==> src/rtl/fetch_unit.sv <==
// fetch_unit: instruction fetch with an in-order response buffer and redirect discard.
// Define FETCH_PREFETCH_EN for a 2-entry buffer with 2 outstanding requests (default: 1 and 1).
module fetch_unit #(
    parameter logic [31:0] RESET_PC = 32'h0000_0000,
    parameter logic [31:0] NOP_INST = 32'h0000_0013
) (
    input  logic        clk_i,
    input  logic        rst_n_i,
    input  logic        incr_pc_i,
    input  logic        pc_load_i,
    input  logic [31:0] pc_load_addr_i,
    output logic        imem_req_o,
    output logic [31:0] imem_addr_o,
    input  logic        imem_gnt_i,
    input  logic        imem_rvalid_i,
    input  logic [31:0] imem_rdata_i,
    output logic [31:0] d_inst_o,
    output logic        d_valid_o,
    output logic [31:0] d_pc_o,
    output logic [31:0] x_pc_o
);
`ifdef FETCH_PREFETCH_EN
    localparam int DEPTH = 2;
`else
    localparam int DEPTH = 1;
`endif
    logic [31:0] fetch_pc, last_pc;
    logic [31:0] buf_inst [DEPTH];
    logic [31:0] buf_pc [DEPTH];
    logic [1:0]  fifo_cnt, out_cnt;
    logic [3:0]  disc_cnt;
    logic        rd_ptr, wr_ptr, grant, push, pop, drop, empty;
    assign empty       = fifo_cnt == 2'd0;
    assign imem_req_o  = rst_n_i && !pc_load_i && (({1'b0, out_cnt} + {1'b0, fifo_cnt}) < 3'(DEPTH));
    assign imem_addr_o = fetch_pc;
    assign grant       = imem_req_o && imem_gnt_i;
    assign drop        = disc_cnt != 4'd0;
    assign push        = imem_rvalid_i && !drop && !pc_load_i;
    assign pop         = incr_pc_i && !empty && !pc_load_i;
    assign d_valid_o   = !empty;
    assign d_inst_o    = empty ? NOP_INST : buf_inst[rd_ptr];
    assign d_pc_o      = empty ? last_pc : buf_pc[rd_ptr];
    always_ff @(posedge clk_i or negedge rst_n_i) begin
        if (!rst_n_i) begin
            fetch_pc <= RESET_PC;
            x_pc_o   <= '0;
            last_pc  <= '0;
            fifo_cnt <= '0;
            out_cnt  <= '0;
            disc_cnt <= '0;
            rd_ptr   <= 1'b0;
            wr_ptr   <= 1'b0;
        end else begin
            if (!empty) last_pc <= buf_pc[rd_ptr];
            if (pc_load_i) begin
                // every live request becomes a discard; a response landing now is already dropped
                fetch_pc <= pc_load_addr_i & ~32'd3;
                fifo_cnt <= '0;
                out_cnt  <= '0;
                disc_cnt <= disc_cnt + {2'b00, out_cnt} - {3'b000, imem_rvalid_i};
                rd_ptr   <= 1'b0;
                wr_ptr   <= 1'b0;
            end else begin
                if (grant) fetch_pc <= fetch_pc + 32'd4;
                if (imem_rvalid_i && drop) disc_cnt <= disc_cnt - 4'd1;
                out_cnt  <= out_cnt + {1'b0, grant} - {1'b0, push};
                fifo_cnt <= fifo_cnt + {1'b0, push} - {1'b0, pop};
                if (push) wr_ptr <= wr_ptr + 1'(DEPTH - 1);
                if (pop) begin
                    rd_ptr <= rd_ptr + 1'(DEPTH - 1);
                    x_pc_o <= buf_pc[rd_ptr];
                end
            end
        end
    end
    // live requests are consecutive words ending just below fetch_pc, so the oldest one's address is implied
    always_ff @(posedge clk_i) begin
        if (push) begin
            buf_inst[wr_ptr] <= imem_rdata_i;
            buf_pc[wr_ptr]   <= fetch_pc - {28'd0, out_cnt, 2'b00};
        end
    end
endmodule

==> config.mk <==
export PLATFORM = sky130hd
export DESIGN_NAME = fetch_unit
export DESIGN_NICKNAME = d
export VERILOG_FILES = /design/src/rtl/fetch_unit.sv
export SDC_FILE = /design/constraint.sdc
export NUM_CORES = 1
export LEC_CHECK = 0
export CAP_MARGIN = 20
export CORE_ASPECT_RATIO = 0.75
export CORE_UTILIZATION = 39
export CTS_CLUSTER_DIAMETER = 80
export DETAILED_ROUTE_END_ITERATION = 12
export PLACE_DENSITY = 0.71
export SLEW_MARGIN = 20
export SYNTH_ARGS = -nofsm -noshare
export SYNTH_HDL_FRONTEND = slang
export SYNTH_SLANG_ARGS = --single-unit
==> constraint.sdc <==
create_clock -name clk_i -period 3.9 [get_ports clk_i]
set_clock_uncertainty 0.2 [all_clocks]
set_input_delay 0.78 -clock clk_i [delete_from_list [all_inputs] [get_ports clk_i]]
set_output_delay 0.78 -clock clk_i [all_outputs]
set_load 0.03 [all_outputs]
# ---- After elaboration in Yosys (flattened, before gate mapping)
# Memory sizes are Yosys's and may differ from the RTL's.
# Cells that the tools add are included.
dict set report word_totals {
  reg_bits 104
  latchBits 0
  ramBits 64
  mem_bits_ro 0
  in_bits 70
  output_inout_bits 130
  wordCells 46
  memories 2
}
# memory words width read_ports rd_ports_with_merged_regs wr line
set mem_list {}
lappend mem_list {buf_inst 1 32 1 0 1 28} ;# logic [31:0] buf_inst [DEPTH];
lappend mem_list {buf_pc 1 32 1 0 1 29} ;# logic [31:0] buf_pc [DEPTH];
dict set report classes {
  add_sub_neg 10
  mul 0
  n_div 0
  order_cmp 1
  eq_ne 0
  shift 0
  n_mux 10
  n_bitwise 1
  reduce_logical 16
}
# cell n
set op_table {}
lappend op_table {{two-way mux 32 bit} 4}
lappend op_table {{adder 32 x 3 -> 32 bit (second input constant)} 1}
lappend op_table {{subtractor 32 x 4 -> 32 bit} 1}
lappend op_table {{logical AND 1 bit} 8}
lappend op_table {{two-way mux 4 bit} 2}
lappend op_table {{adder 2 x 1 -> 2 bit} 2}
lappend op_table {{adder 4 x 2 -> 4 bit} 1}
lappend op_table {{two-way mux 2 bit} 2}
lappend op_table {{nonzero test 2 bit} 2}
lappend op_table {{nonzero test 4 bit} 1}
lappend op_table {{subtractor 2 x 1 -> 2 bit} 2}
lappend op_table {{subtractor 4 x 1 -> 4 bit} 1}
lappend op_table {{subtractor 4 x 1 -> 4 bit (second input constant)} 1}
lappend op_table {{adder 2 x 2 -> 3 bit} 1}
lappend op_table {{zero test 1 bit} 3}
lappend op_table {{less-than comparator 3 x 1 -> 1 bit (second input constant)} 1}
lappend op_table {{zero test 2 bit} 1}
lappend op_table {{two-way mux 1 bit} 2}
lappend op_table {{AND reduction 2 bit} 1}
lappend op_table {{NOT 1 bit} 1}

# ---- Depth between registers and ports, before layout
# Gate-level depths: netlist (run 1).
dict set report depth {
  word_depth 7
  ltp_mapped 13
  depth_no_buf 11
}

# ---- Worst setup path after synthesis (run 1)
# OpenSTA, ideal clock, no wires.
dict set report synth_path {
  kind {input port to flip-flop}
  startpoint {in pc_load_i}
  endpoint {reg fifo_cnt[1]}
  setup_ps 132
  arrival_time_ps 3669
  t_required_ps 3568
  path_slack_ps -101
  path_stages 10
  n_path_buf 1
  cell_sequence {clkbuf_1 > inv_1 > and4_1 > inv_1 > ha_1 > inv_1 > ha_1 > xor2_1 > xnor2_1 > nor2_1}
}
dict set report synth_between {
  elab_chain_cells 5
  word_cells_on_any_way 6
  cone_classes {2 x add/sub; 1 x mux; 3 x reduce/logical}
}
# item line
set synth_rtl {}
lappend synth_rtl {{start, declared} 10} ;# input logic pc_load_i,
lappend synth_rtl {{zero test 1 bit} {38, 39}}
lappend synth_rtl {{logical AND 1 bit} 38} ;# assign push = imem_rvalid_i && !drop && !pc_load_i;
lappend synth_rtl {{adder 2 x 1 -> 2 bit} 67} ;# fifo_cnt <= fifo_cnt + {1'b0, push} - {1'b0, pop};
lappend synth_rtl {{subtractor 2 x 1 -> 2 bit} 67}
lappend synth_rtl {{two-way mux 2 bit *} 55} ;# if (pc_load_i) begin
lappend synth_rtl {{end signal, assigned} 67}
lappend synth_rtl {{end, declared} 30} ;# logic [1:0] fifo_cnt, out_cnt;
# Every way passes the cells marked *; elsewhere a longest branch is shown, timed or not.
# A chain may end at the register's enable or synchronous reset.

# ---- Worst setup path in the final report (run 1)
dict set report layout_path {
  startpoint {reg out_cnt[0]}
  endpoint {out imem_req_o}
}
dict set report layout_between {
  elab_chain_cells 3
}
# item line
set layout_rtl {}
lappend layout_rtl {{start, declared} 30}
lappend layout_rtl {{start signal, assigned} 66} ;# out_cnt <= out_cnt + {1'b0, grant} - {1'b0, push};
lappend layout_rtl {{adder 2 x 2 -> 3 bit} 34} ;# assign imem_req_o = rst_n_i && !pc_load_i && (({1'b0, out_cnt} + {1'b0, fifo_cnt}) < 3'(DEPTH));
lappend layout_rtl {{less-than comparator 3 x 1 -> 1 bit} 34}
lappend layout_rtl {{logical AND 1 bit} 34}
lappend layout_rtl {{end, declared} 12} ;# output logic imem_req_o,
# Every way passes these cells.

==> reports/summary.log, run 1 <==
[run_status] run status finished clean
[sta] crit share post-route 90.28%
[placement] sum of net half-perimeters after detailed placement 13.04 mm
[clock_network] clock-pin slew reported for the worst setup and hold paths after clock tree synthesis 0.06 ns
[synthesis] Synth area leader dfrtp_1
[sta] post-route minimum period 3.521 ns
[clock_network] htree depth 4
[clock_network] clock tree from TritonCTS done
[placement] placed cell area 9612 um^2
[sta] max-slew violation count 0
[route] number of optimization iterations in the first detailed-route pass 7
[grt] GR Util All Layers 19.10%
[grt] via count of the first global-routing pass 5169
[worst_setup_path] worst-path fanout max 4
[clock_network] worst-case clock buffer depth 2
[sta] slack of the critical path 0.3792 ns
[synthesis] post-synthesis cell count 612
[worst_setup_path] startpoint types flip-flop
[synthesis] cell with the most instances after synthesis dfrtp_1
[sta] Hold Fails Final Rpt 0
[clock_network] post-CTS sizing 0
[placement] number of port buffers 193
[layout] cell area after layout 10150 um^2
[die] core area 18670 um^2
[clock_network] buffer count from post-CTS setup fixing 0
[route] final routed wire length divided by cell count 17.19 um
[pwr] Lkg Pwr 4.034 nW
[placement] last weighted congestion value of the routability-driven placer 0.7851
[flow_run] MaxCap Viol Count 0
[die] horizontal die dimension 162.1 um
[die] row count 43
[layout] non-filler cells in the finished layout 1054
[die] number of primary I/O pins 200
[worst_setup_path] worst path required time 2.92 ns
[layout] share of post-route cells with drive strength above 1 13.91%
[pwr] power density over the cells 607.3 nW/um^2
[die] Die ar. 19780 um^2
[clock_network] insertion delay of the later-clocked pin in the worst-skew pair 0.42 ns
[synthesis] largest cells by area after synthesis dfrtp_1 (33%), edfxtp_1 (25%), mux2_2 (9.0%), xnor2_1 (4.0%), and2_1 (2.9%)
[sta] highest achievable clock rate 284.0 MHz
[synthesis] average size of a mapped cell 12.24 um^2
[clock_network] clock buffer count from CTS 17
[synthesis] Commonest cells post-synth dfrtp_1 (100), edfxtp_1 (62), mux2_2 (60), nand2_1 (41), and2_1 (35)
[route] drc violations 0
[sta] Finish-stage setup viols 0
[grt] number of antenna violations at the first check in global routing 3
[clock_network] total clock sinks 162
[worst_setup_path] count of cells along the worst register-to-register path 10
[route] vias post-DR 5227
[worst_hold_path] class of the tightest hold or removal check in2async
[layout] final layout net count 881
[pwr] IR Drop Worst-Case VDD 0.0003583 V
[sta] Total Neg Setup Slack 0 ns
[grt] sum of overflow across all layers after global routing 0
[worst_setup_path] Worst Path Arrival 2.54 ns
[grt] largest net degree at the start of global routing 65
[route] ratio of routed vias to standard cells 4.959
[route] Antenna Violating Nets Remaining 0
[worst_setup_path] class of the most critical setup path reg2out
[clock_network] Root Buffer Master clkbuf_16
[synthesis] share of synthesized registers carrying an async set or reset 61.73%
[route] Starting DRT DRC Count 322
[clock_network] count of hold-fix buffers inserted at cts 0
[sta] RSZ-0062 raised after global routing no
[die] y dimension of the die 122.0 um
[synthesis] number of warnings issued by yosys 0
[placement] pre-CTS setup slack 0.7725 ns
[synthesis] proportion of synthesized chip area in sequential cells 58.24%
[synthesis] synthesis-stage register bit count 162
[synthesis] number of flops mapped to enable cells by yosys 62
[layout] signed area change from the synthesized netlist to the final layout 35.43%
[route] total wire length after detailed routing 18.11 mm
[die] effective utilization at floorplan 40.14%
[synthesis] area share of the leading cell type in the synthesized netlist 33.39%
[synthesis] Most used DFF post-synth dfrtp_1
[synthesis] number of distinct library cells after synthesis 62
[worst_setup_path] Worst setup EP type primary output
[grt] first-pass GRT wire length 28.75 mm
[synthesis] Mapped Area 7493 um^2
[layout] final core utilization 54.36%
[placement] placed cell count 1020
[sta] actual slew at the worst max-slew pin 0.8348 ns
[sta] Slew HR 44.29%
==> metrics by stage <==
step / power (W) / hold WS [ns]
floorplan: 0.003740 / 0.2766
CTS: 0.006228 / 0.2741
finish: 0.006163 / 0.2663
detailed placement: 0.004698 / 0.2841
global placement: 0.004645 / 0.2650
global route: 0.006469 / 0.2994
==> state kept, by name (all words and copies together) (netlist names) <==
register     flops
fifo_cnt         2
buf_pc          30
x_pc_o          30
disc_cnt         4
last_pc         32
buf_inst        32
out_cnt          2
imem_addr_o     30
==> final timing paths <==
kind	from	to	slack, ns
max in group asynchronous	rst_n_i	imem_addr_o[26]	2.58
max reg2reg	out_cnt[0]	imem_addr_o[22]	0.86
max	out_cnt[0]	imem_req_o	0.38
min reg2reg	last_pc[1]	last_pc[1]	0.29
min	rst_n_i	fifo_cnt[1]	0.27
min in group clk_i	last_pc[1]	last_pc[1]	0.29
==> logic make-up after synthesis <==
| group | count (synthesis) | synth area share (%) |
|---|---|---|
| AOI/OAI and AO/OA | 54 | 4.609 |
| DFF | 162 | 58.24 |
| buffers and inverters | 71 | 4.057 |
| adders and majority gates | 19 | 3.473 |
| other | 1 | 0.05004 |
| muxes | 62 | 9.284 |
| xor gates and xnor gates | 52 | 6.078 |
| and+or+nand+nor | 191 | 14.21 |
==> critical path, stage by stage (launching register included) <==
cell and delay (ns):
dfrtp_1 0.46, ha_1 0.18, inv_1 0.05, fa_1 0.50, nand4b_1 0.11, nor2_1 0.11, clkdlybuf4s50_1 0.70
==> layer usage <==
layer | track usage, % | vias up | routed length [um]
li1 | - | 2510 | -
met1 | 26.55 | 2541 | 8681
met2 | 28.33 | 154 | 7984
met3 | 6.367 | 20 | 1166
met4 | 5.483 | 2 | 271
met5 | 0 | - | 11
==> cell usage in the layout (no fill, tap or decap), drive strengths merged, types with 21 or more instances in the layout <==
cell type,instances
clkdlybuf4s50,191
dfrtp,100
edfxtp,62
mux2,60
nand2,42
and2,36
xnor2,34
inv,28
o21ai,27
nor4,23
nor2,22
clkbuf,21
==> power by group <==
part	total (W)	switching, W	internal [W]
clock network	0.00151	0.000654	0.000857
registers	0.00233	0.000201	0.00213
logic	0.00232	0.00128	0.00104
==> final cells by class <==
type / count / area [um^2]
diodes: 2 / 5.005
repair buffers: 202 / 1992
flip-flops and latches: 162 / 4364
well taps: 247 / 309.0
clock inverters: 11 / 60.06
multi-input cells: 382 / 2845
clock buffers: 21 / 471.7
fillers: 1610 / 8521
inverters: 27 / 101.3
No activity file was read; power rests on OpenSTA's default activity.
==> inputs of run 2 (changes only) <==
--- a/config.mk
+++ b/config.mk
@@ -7,6 +7,7 @@
 export LEC_CHECK = 0
 export CAP_MARGIN = 20
 export CORE_ASPECT_RATIO = 0.75
+export CORE_MARGIN = 2
 export CORE_UTILIZATION = 39
 export CTS_CLUSTER_DIAMETER = 80
 export DETAILED_ROUTE_END_ITERATION = 12
==> run 2 against run 1 <==
Effect of this change:
- routed wire length is 3.9% higher
- combinational power about the same
- die area grew 2.9%
- register-to-register slack improved by 0.06 ns
- via count grew 0.48%
- worst hold slack lost 0.0038 ns
- maximum frequency increased by 0.70%
- clock power barely moved
- setup slack gained 0.025 ns
- largest power group is now combinational cells
- critical path type unchanged
==> reports/summary.log, run 2 (synthesized netlist as in run 1, its figures left out) <==
[run_status] run status finished clean
[clock_network] worst-case clock buffer depth 2 [unchanged]
[grt] largest net degree at the start of global routing 65 [unchanged]
[sta] max-slew violation count 0 [unchanged]
[clock_network] htree depth 4 [unchanged]
[clock_network] clock buffer count from CTS 17 [unchanged]
[worst_setup_path] Reg2Reg Capture Point imem_addr_o[16]
[worst_setup_path] startpoint types flip-flop
[layout] filler instances 1616 [+0.37%]
[route] total wire length after detailed routing 18.82 mm [+3.9%]
[worst_setup_path] count of cells along the worst register-to-register path 10 [unchanged]
[pwr] IR Drop Worst-Case VDD 0.0003791 V [+5.8%]
[pwr] Lkg Pwr 4.034 nW [about the same]
[layout] leading registers by flop count buf_inst (32), last_pc (32)
[grt] number of antenna violations at the first check in global routing 1 [-2]
[sta] crit share post-route 89.65% [-0.63 points]
[layout] leading cell types in the layout, fill and taps excluded clkdlybuf4s50_1 (191), dfrtp_1 (100), edfxtp_1 (62)
[worst_setup_path] worst path required time 2.92 ns [about the same]
[worst_setup_path] worst-path fanout max 4 [unchanged]
[die] row count 43 [unchanged]
[placement] number of port buffers 193 [unchanged]
[clock_network] total clock sinks 162 [unchanged]
[layout] final antenna diode count 0 [-2]
[worst_setup_path] Worst path depth 6 [unchanged]
[layout] most common library cell in the layout ignoring fill and taps clkdlybuf4s50_1
[worst_setup_path] Critical-path top delay cell clkdlybuf4s50_1
[clock_network] Root Buffer Master clkbuf_16
[route] routed metal-1 wire length 8.762 mm [+0.93%]
[worst_setup_path] Bufs and invs on worst path 2 [unchanged]
[worst_setup_path] Worst setup EP type primary output
[route] detailed-routed wire length on met3 1.422 mm [+22%]
[clock_network] clock tree from TritonCTS done
[sta] highest achievable clock rate 286.0 MHz [+0.70%]
[flow_run] MaxCap Viol Count 0 [unchanged]
[placement] sum of net half-perimeters after detailed placement 13.35 mm [+2.4%]
[die] number of primary I/O pins 200 [unchanged]
[grt] via count of the first global-routing pass 5207 [+0.74%]
[worst_setup_path] slack of the worst reg-to-reg path 0.92 ns [+0.06 ns]
[clock_network] insertion delay of the later-clocked pin in the worst-skew pair 0.42 ns [about the same]
[route] final routed wire length divided by cell count 17.87 um [+4.0%]
[route] number of optimization iterations in the first detailed-route pass 4 [-3]
[worst_setup_path] crit path cell chain ha_1 -> inv_1 -> fa_1 -> nand4b_1 -> nor2_1 -> clkdlybuf4s50_1
[worst_hold_path] class of the tightest hold or removal check in2async
[layout] share of post-route cells with drive strength above 1 14.02% [+0.11 points]
[die] Die ar. 20350 um^2 [+2.9%]
[worst_setup_path] Critical Path Source out_cnt[0]
[worst_setup_path] FF-to-FF Start out_cnt[0]
[route] highest metal layer with signal wires met5
[sta] Hold Fails Final Rpt 0 [unchanged]
[route] vias post-DR 5252 [+0.48%]
[die] y dimension of the die 124.0 um [+1.6%]
[worst_setup_path] crit-path max cell delay 0.72 ns [+0.02 ns]
[layout] signed area change from the synthesized netlist to the final layout 35.13%
[die] effective utilization at floorplan 40.14% [unchanged]
[sta] actual slew at the worst max-slew pin 0.8380 ns [+0.003202 ns]
[route] Starting DRT DRC Count 410 [+27%]
[worst_setup_path] family with the most delay on the worst path buffers and inverters
[sta] Finish-stage setup viols 0 [unchanged]
[sta] post-route minimum period 3.496 ns [-0.02461 ns]
[clock_network] count of hold-fix buffers inserted at cts 0 [unchanged]
[route] Antenna Violating Nets Remaining 0 [unchanged]
[route] drc violations 0 [unchanged]
[grt] sum of overflow across all layers after global routing 0 [unchanged]
[worst_setup_path] class of the most critical setup path reg2out
[grt] first-pass GRT wire length 29.26 mm [+1.8%]
[pwr] power density over the cells 607.0 nW/um^2 [about the same]
[sta] Total Neg Setup Slack 0 ns [unchanged]
[clock_network] post-CTS sizing 0 [unchanged]
[die] core area 18670 um^2 [unchanged]
[clock_network] clock-pin slew reported for the worst setup and hold paths after clock tree synthesis 0.06 ns [about the same]
[sta] Slew HR 44.07% [-0.21 points]
[placement] last weighted congestion value of the routability-driven placer 0.8188 [+4.3%]
[route] ratio of routed vias to standard cells 4.988 [+0.57%]
[layout] final layout net count 882 [+0.11%]
[sta] RSZ-0062 raised after global routing no
[clock_network] buffer count from post-CTS setup fixing 0 [unchanged]
[worst_setup_path] Worst Path Arrival 2.52 ns [-0.02 ns]
[layout] final core utilization 54.24% [-0.12 points]
[grt] GR Util All Layers 19.22% [+0.12 points]
[route] length of routed met2 wiring 8.312 mm [+4.1%]
[die] horizontal die dimension 164.1 um [+1.2%]
-- run 2: cell count changes in the layout (fill, tap and decap cells not counted), sizes merged --
cell      delta
clkbuf       +1
diode        -2
inv          +1
clkinvlp     -2
buf          +1
-- run 2: power breakdown --
group          switching [W]  internal [W]
Sequential          0.000200       0.00213
Clock               0.000669      0.000810
Combinational        0.00129       0.00104
Total                0.00216       0.00399
-- run 2: layout make-up --
type | instances | area (um^2) | share of cell area (%)
Timing Repair Buffer | 203 | 1999 | 19.75
Tap cell | 247 | 309.0 | 3.052
Multi-Input combinational cell | 382 | 2845 | 28.10
Clock inverter | 10 | 62.56 | 0.6178
Clock buffer | 22 | 444.2 | 4.386
Inverter | 27 | 101.3 | 1.001
Sequential cell | 162 | 4364 | 43.10
-- run 2: per-stage QoR --
step	worst slack (ns)	instance area (um^2)	total power, W	instances	hold WS, ns
2_1_floorplan	0.5384	7506	0.003740	615	0.2766
3_3_place_gp	0.8818	9619	0.004663	1021	0.2643
3_5_place_dp	0.8354	9619	0.004715	1021	0.2779
4_1_cts	0.4108	10130	0.006216	1053	0.2791
5_1_grt	0.2629	10130	0.006485	1053	0.3052
6_report	0.4038	10130	0.006147	1053	0.2625
-- run 2: routing by layer --
layer | global-route usage, % | vias to the layer above
li1 | - | 2509
met1 | 26.47 | 2554
met2 | 28.69 | 167
met3 | 6.960 | 20
met4 | 5.318 | 2
met5 | 0 | -
-- run 2: how the worst max path moves through the flow --
stage	endpoint	slack (ns)
after floorplan	fifo_cnt[1]	0.54
after CTS	imem_req_o	0.41
after global routing	d_inst_o[12]	0.26
final	imem_req_o	0.40
after global placement	imem_addr_o[16]	0.88
after detailed placement	imem_addr_o[16]	0.84
